### src/rtl/hdmi_period_scheduler.sv
// hdmi_period_scheduler: raster position counter and TMDS period sequencer.
// Every output is registered and describes the pixel at (cx, cy), so the
// next-pixel position and its period are computed together and captured on one edge.
module hdmi_period_scheduler #(
    parameter int H_ACTIVE = 640,
    parameter int H_TOTAL  = 800,
    parameter int V_ACTIVE = 480,
    parameter int V_TOTAL  = 525,
    parameter int HS_START = 656,
    parameter int HS_END   = 752,
    parameter int VS_START = 490,
    parameter int VS_END   = 492,
    parameter int DI_START = 648
) (
    input  logic        clk_pixel,
    input  logic        reset_n,
    input  logic        packet_valid,
    output logic [10:0] cx,
    output logic [9:0]  cy,
    output logic [2:0]  mode,
    output logic [3:0]  ctl,
    output logic [1:0]  sync_ctl,
    output logic        packet_start,
    output logic [4:0]  packet_idx
);

    localparam logic [2:0] ST_CTRL        = 3'd0;
    localparam logic [2:0] ST_VID_PRE     = 3'd1;
    localparam logic [2:0] ST_VID_GB      = 3'd2;
    localparam logic [2:0] ST_VIDEO       = 3'd3;
    localparam logic [2:0] ST_DI_PRE      = 3'd4;
    localparam logic [2:0] ST_DI_GB_LEAD  = 3'd5;
    localparam logic [2:0] ST_DI_DATA     = 3'd6;
    localparam logic [2:0] ST_DI_GB_TRAIL = 3'd7;

    localparam logic [10:0] X_ACTIVE   = 11'(H_ACTIVE);
    localparam logic [10:0] X_LAST     = 11'(H_TOTAL - 1);
    localparam logic [10:0] X_VID_PRE  = 11'(H_TOTAL - 10);
    localparam logic [10:0] X_VID_GB   = 11'(H_TOTAL - 2);
    localparam logic [10:0] X_DI       = 11'(DI_START);
    localparam logic [10:0] X_DI_GB    = 11'(DI_START + 8);
    localparam logic [10:0] X_DI_DATA  = 11'(DI_START + 10);
    localparam logic [10:0] X_DI_TRAIL = 11'(DI_START + 42);
    localparam logic [10:0] X_DI_END   = 11'(DI_START + 44);
    localparam logic [10:0] X_HS0      = 11'(HS_START);
    localparam logic [10:0] X_HS1      = 11'(HS_END);
    localparam logic [9:0]  Y_ACTIVE   = 10'(V_ACTIVE);
    localparam logic [9:0]  Y_LAST     = 10'(V_TOTAL - 1);
    localparam logic [9:0]  Y_VS0      = 10'(VS_START);
    localparam logic [9:0]  Y_VS1      = 10'(VS_END);

    // Timing sanity: the island must fit between active video and the video preamble.
    generate
        if (DI_START < H_ACTIVE + 4) begin : g_err_di_early
            $error("DI_START must be at least H_ACTIVE+4");
        end
        if (DI_START + 48 > H_TOTAL - 10) begin : g_err_di_late
            $error("DI_START+48 must not exceed H_TOTAL-10");
        end
        if (HS_END > H_TOTAL) begin : g_err_hs
            $error("HS_END must not exceed H_TOTAL");
        end
        if (VS_END > V_TOTAL) begin : g_err_vs
            $error("VS_END must not exceed V_TOTAL");
        end
        if (V_ACTIVE >= V_TOTAL) begin : g_err_vact
            $error("V_ACTIVE must be below V_TOTAL");
        end
    endgenerate

    function automatic logic [1:0] sync_of(input logic [10:0] x, input logic [9:0] y);
        return {(y >= Y_VS0) && (y < Y_VS1), (x >= X_HS0) && (x < X_HS1)};
    endfunction

    logic [10:0] cx_q, cx_d;
    logic [9:0]  cy_q, cy_d;
    logic [2:0]  state_q, state_d;
    logic [2:0]  mode_q, mode_d;
    logic [3:0]  ctl_q, ctl_d;
    logic [1:0]  sync_ctl_q, sync_ctl_d;
    logic        packet_start_q, packet_start_d;
    logic [4:0]  packet_idx_q, packet_idx_d;
    logic [9:0]  cy_after;
    logic        island_live;
    logic        island_on;

    // Next pixel position and the period that pixel belongs to.
    always_comb begin
        cx_d = (cx_q == X_LAST) ? 11'd0 : cx_q + 11'd1;
        cy_d = cy_q;
        if (cx_q == X_LAST) begin
            cy_d = (cy_q == Y_LAST) ? 10'd0 : cy_q + 10'd1;
        end
        cy_after = (cy_d == Y_LAST) ? 10'd0 : cy_d + 10'd1;

        // An island is only committed at the edge that lands on DI_START; after
        // that it runs to completion regardless of packet_valid.
        island_live = (state_q == ST_DI_PRE) || (state_q == ST_DI_GB_LEAD) ||
                      (state_q == ST_DI_DATA) || (state_q == ST_DI_GB_TRAIL);
        island_on = ((cx_d == X_DI) && packet_valid) ||
                    (island_live && (cx_d > X_DI) && (cx_d < X_DI_END));

        state_d = ST_CTRL;
        if ((cx_d < X_ACTIVE) && (cy_d < Y_ACTIVE)) begin
            state_d = ST_VIDEO;
        end else if (island_on) begin
            if (cx_d < X_DI_GB) begin
                state_d = ST_DI_PRE;
            end else if (cx_d < X_DI_DATA) begin
                state_d = ST_DI_GB_LEAD;
            end else if (cx_d < X_DI_TRAIL) begin
                state_d = ST_DI_DATA;
            end else begin
                state_d = ST_DI_GB_TRAIL;
            end
        end else if ((cy_after < Y_ACTIVE) && (cx_d >= X_VID_PRE)) begin
            state_d = (cx_d >= X_VID_GB) ? ST_VID_GB : ST_VID_PRE;
        end

        case (state_d)
            ST_VIDEO:                      mode_d = 3'd1;
            ST_VID_GB:                     mode_d = 3'd2;
            ST_DI_DATA:                    mode_d = 3'd3;
            ST_DI_GB_LEAD, ST_DI_GB_TRAIL: mode_d = 3'd4;
            default:                       mode_d = 3'd0;
        endcase

        case (state_d)
            ST_VID_PRE: ctl_d = 4'b0001;
            ST_DI_PRE:  ctl_d = 4'b0101;
            default:    ctl_d = 4'b0000;
        endcase

        packet_idx_d   = (state_d == ST_DI_DATA) ? 5'(cx_d - X_DI_DATA) : 5'd0;
        packet_start_d = (state_d == ST_DI_DATA) && (cx_d == X_DI_DATA);
        sync_ctl_d     = sync_of(cx_d, cy_d);
    end

    // Output and state registers; reset parks on the last blanking line.
    always_ff @(posedge clk_pixel or negedge reset_n) begin
        if (!reset_n) begin
            cx_q           <= 11'd0;
            cy_q           <= Y_LAST;
            state_q        <= ST_CTRL;
            mode_q         <= 3'd0;
            ctl_q          <= 4'd0;
            sync_ctl_q     <= sync_of(11'd0, Y_LAST);
            packet_start_q <= 1'b0;
            packet_idx_q   <= 5'd0;
        end else begin
            cx_q           <= cx_d;
            cy_q           <= cy_d;
            state_q        <= state_d;
            mode_q         <= mode_d;
            ctl_q          <= ctl_d;
            sync_ctl_q     <= sync_ctl_d;
            packet_start_q <= packet_start_d;
            packet_idx_q   <= packet_idx_d;
        end
    end

    assign cx           = cx_q;
    assign cy           = cy_q;
    assign mode         = mode_q;
    assign ctl          = ctl_q;
    assign sync_ctl     = sync_ctl_q;
    assign packet_start = packet_start_q;
    assign packet_idx   = packet_idx_q;

endmodule

### config.mk
export PLATFORM = sky130hd
export DESIGN_NAME = hdmi_period_scheduler
export DESIGN_NICKNAME = d
export VERILOG_FILES = /design/src/rtl/hdmi_period_scheduler.sv
export SDC_FILE = /design/constraint.sdc
export NUM_CORES = 1
export LEC_CHECK = 0
export BUFFER_PORTS_ARGS = -buffer_cell sky130_fd_sc_hd__buf_2
export CORE_MARGIN = 2
export CORE_UTILIZATION = 52
export CTS_CLUSTER_DIAMETER = 40
export CTS_CLUSTER_SIZE = 8
export DETAILED_ROUTE_END_ITERATION = 12
export PLACE_DENSITY = 0.74
export SYNTH_ARGS = -nofsm -noshare
export SYNTH_HDL_FRONTEND = slang
export SYNTH_SLANG_ARGS = --single-unit
### constraint.sdc
create_clock -name clk_pixel -period 5.4 [get_ports clk_pixel]
set_input_delay 1.08 -clock clk_pixel [delete_from_list [all_inputs] [get_ports clk_pixel]]
set_output_delay 1.08 -clock clk_pixel [all_outputs]
set_load 0.01 [all_outputs]
==> results.md <==
* Outcome: complete, no violations
* Max Root-Sink Buffers at 2
* Number of port buffers at 36
* CP Data Arrival Time at between 4 and 5 ns
* Die Height at between 70 and 80 um
* Commonest non-fill, non-tap cell in the layout: buf_2
* P_leak at around 1.1 nW
* Power Density at 187 nW/um2
* Max VDD drop at roughly 140 uV
* CTS root buffer: clkbuf_8
* GRT overflow at 0
* Skew final at ~0.0077 ns
* RSZ-0062 raised after global routing: false
* Element type at the critical path start: flip-flop
* CP peak stage delay at 0.79 ns
* Worst path slowest cell: nor3_2
* Number of vias per cell at between 6 and 7
* GRT Overall Usage at 0.261
* RD Place Congestion at about 0.95
* Cells after synthesis at 272
* Comb pwr share at 0.012
* Final WS setup at approximately 1.5 ns
* Nets at between 300 and 400
* PostCTS Resize Cnt at 0
* Core area at ~4400 um2
* Crit end category: flip-flop
* Cell-internal power at 0.400 mW
* Total CTS buffers at 5
* CTS tree: yes
* Sw Ratio at 0.208
* Final setup vio count at 0
* MaxCap Viol Count at 0
* Seq/Total Area, Yosys at 0.361
* Detailed placement HPWL at 4600 um
* NetSw at ~0.11 mW
* Initial antenna violation count at 0
* Row cnt at 24
* Post-synth cell types at 64
* Slew Viols, Final at 0
* I/O Pins at 39
* WL final at roughly 6300 um
* Syn avg cell area at approximately 9 um2
* Slew Limit Headroom at 0.430
* Number of global-route vias before repair at 2,064
* Util after Layout at 0.608
* # hold bufs at CTS at 0
* Worst Setup Slack post-DPL at between 1.5 and 2 ns
* First-pass GRT wire length at between 10,000 and 15,000 um
* Fin cells at around 350
* Pin count of the biggest net entering global routing at 36
* Post-route minimum period at about 3.9 ns
* Async set or reset register ratio after synthesis at 1.00
* Cells along the critical path: ha_1 -> nand4_1 -> nor3_2 -> a31oi_1 -> a21o_1 -> or4b_1 -> o211ai_2 -> a311oi_4 -> nor4_2
* First-pass detailed-route iteration total at 5
* Sequential power share at 0.519
* Final Total Pwr at 0.505 mW
* Residual DRC at 0
* Hold Crit Class: reg2reg
* Synth-to-Final Area Change at 10.9%
* Worst-path maximum fanout at 13
* Most frequent cells in the layout: buf_2, dfrtp_1, nand3_1, nand2_1, nor2_1
* Yosys warning total at 0
* Top_reg_cell synth: dfrtp_1
* Sink Count at 35
* Die ar. at about 5200 um2
* Post-CTS Setup Repair Bufs at 0
* Mapped cell area at between 2000 and 2500 um2
* Register bit total from synthesis at 35
* Via count at between 2,000 and 2,500
* Worst-path clk slew at approximately 0.08 ns
* Initial DRC Count at roughly 250
* Die X-Extent at slightly above 70 um
* Clk pwr share at 0.469
* Type of the worst setup path: reg2reg
* Tcrit/Tclk final at 0.715
* Antenna cells at 0
* Initial core utilization at 0.548
* Fmax at around 0.26 GHz
* Share of post-route cells with drive strength above 1 at 0.203
* Clock latency at the later pin of the worst-skew pair at ~0.29 ns
* Routed Antenna Nets at 0
* Post-synth EDFFs at 0
* TNS Setup at 0 ns
* Slew @ Worst Pin at approximately 0.85 ns
* Final Hold Vio Count at 0
* H-tree levels at 2
* Per-cell routed wire length at roughly 18 um
* Cells after DPL at 340
* WP data required at approximately 5.6 ns
==> layer usage <==
metal,part of all wire,vias to the layer above,GRT usage
met5,0,-,0
met4,0.016,0,0.0905
met3,0.064,9,0.0417
met2,0.49,97,0.421
met1,0.43,1109,0.358
li1,-,1074,-
==> sequential cells by signal (all words and copies together), names as in the netlist <==
name	cells
ctl	2
sync_ctl	2
mode	3
cx	11
packet_start	1
cy	10
state_q	1
packet_idx	5
==> cells in the mapped netlist (all sizes together) (5+ instances only) <==
cell type | count | area, um2
a211oi | 5 | 37.5
a21oi | 8 | 43.8
and2 | 9 | 58.8
buf | 10 | 55.1
clkbuf | 11 | 41.3
dfrtp | 32 | 801
ha | 7 | 87.6
inv | 10 | 37.5
nand2 | 17 | 63.8
nand3 | 18 | 90.1
nand4 | 10 | 68.8
nor2 | 13 | 48.8
nor3 | 8 | 45.0
nor4 | 9 | 62.6
o211ai | 7 | 57.6
o21ai | 10 | 50.0
or4 | 6 | 48.8
xnor2 | 10 | 87.6
==> cell type report <==
cell class / count / area [um2]
Clock buffer: 5 / 68.8
Clock inverter: 3 / 43.8
Fill cell: 404 / 1740
Inverter: 11 / 41.3
Multi-Input combinational cell: 206 / 1420
Sequential cell: 35 / 880
Tap cell: 52 / 65.1
Timing Repair Buffer: 36 / 180
==> worst paths after layout <==
path | startpoint | endpoint | slack (ns) | depth (start not counted)
worst max-delay path | cx[0] | mode[1] | 1.54 | 9
worst min-delay path | cy[3] | cy[3] | 0.61 | 2
worst max register to register | cx[0] | mode[1] | 1.54 | 9
worst min register to register | cy[3] | cy[3] | 0.61 | 2
max in group asynchronous | reset_n | cx[7] | 4.03 | 1
min in group asynchronous | reset_n | sync_ctl[0] | 0.86 | 1
==> metrics by stage <==
stage | cell area [um2] | hold WS [ns]
after floorplan | 2440 | 0.622
after global placement | 2590 | 0.582
after detailed placement | 2590 | 0.581
after CTS | 2700 | 0.592
after global routing | 2700 | 0.622
final | 2700 | 0.606
==> kinds of logic (layout without fill, tap and decap cells) <==
group,count (synthesis),in the layout,synth area share
buf+inv,32,55,0.0565
flops,35,35,0.361
fa+ha+maj,7,7,0.0360
simple gates,117,117,0.286
compound gates,67,67,0.213
other cells,1,2,0.00154
xor+xnor,13,13,0.0467
==> power by group through the flow <==
stage	clock, mW	sequential, mW	combinational, mW
2_1_floorplan	0	0.267	0.00169
3_3_place_gp	0	0.267	0.00663
3_5_place_dp	0	0.267	0.00680
4_1_cts	0.242	0.262	0.00677
5_1_grt	0.252	0.262	0.00770
6_report	0.237	0.262	0.00623
==> worst max-delay path: cells and delay by family (launching register included) <==
family / cells / cell delay, ns
fa+ha+maj: 1 / 0.44
simple gates: 4 / 1.94
compound gates: 4 / 0.85
flops: 1 / 0.53
No activity file was read; power rests on OpenSTA's default activity.
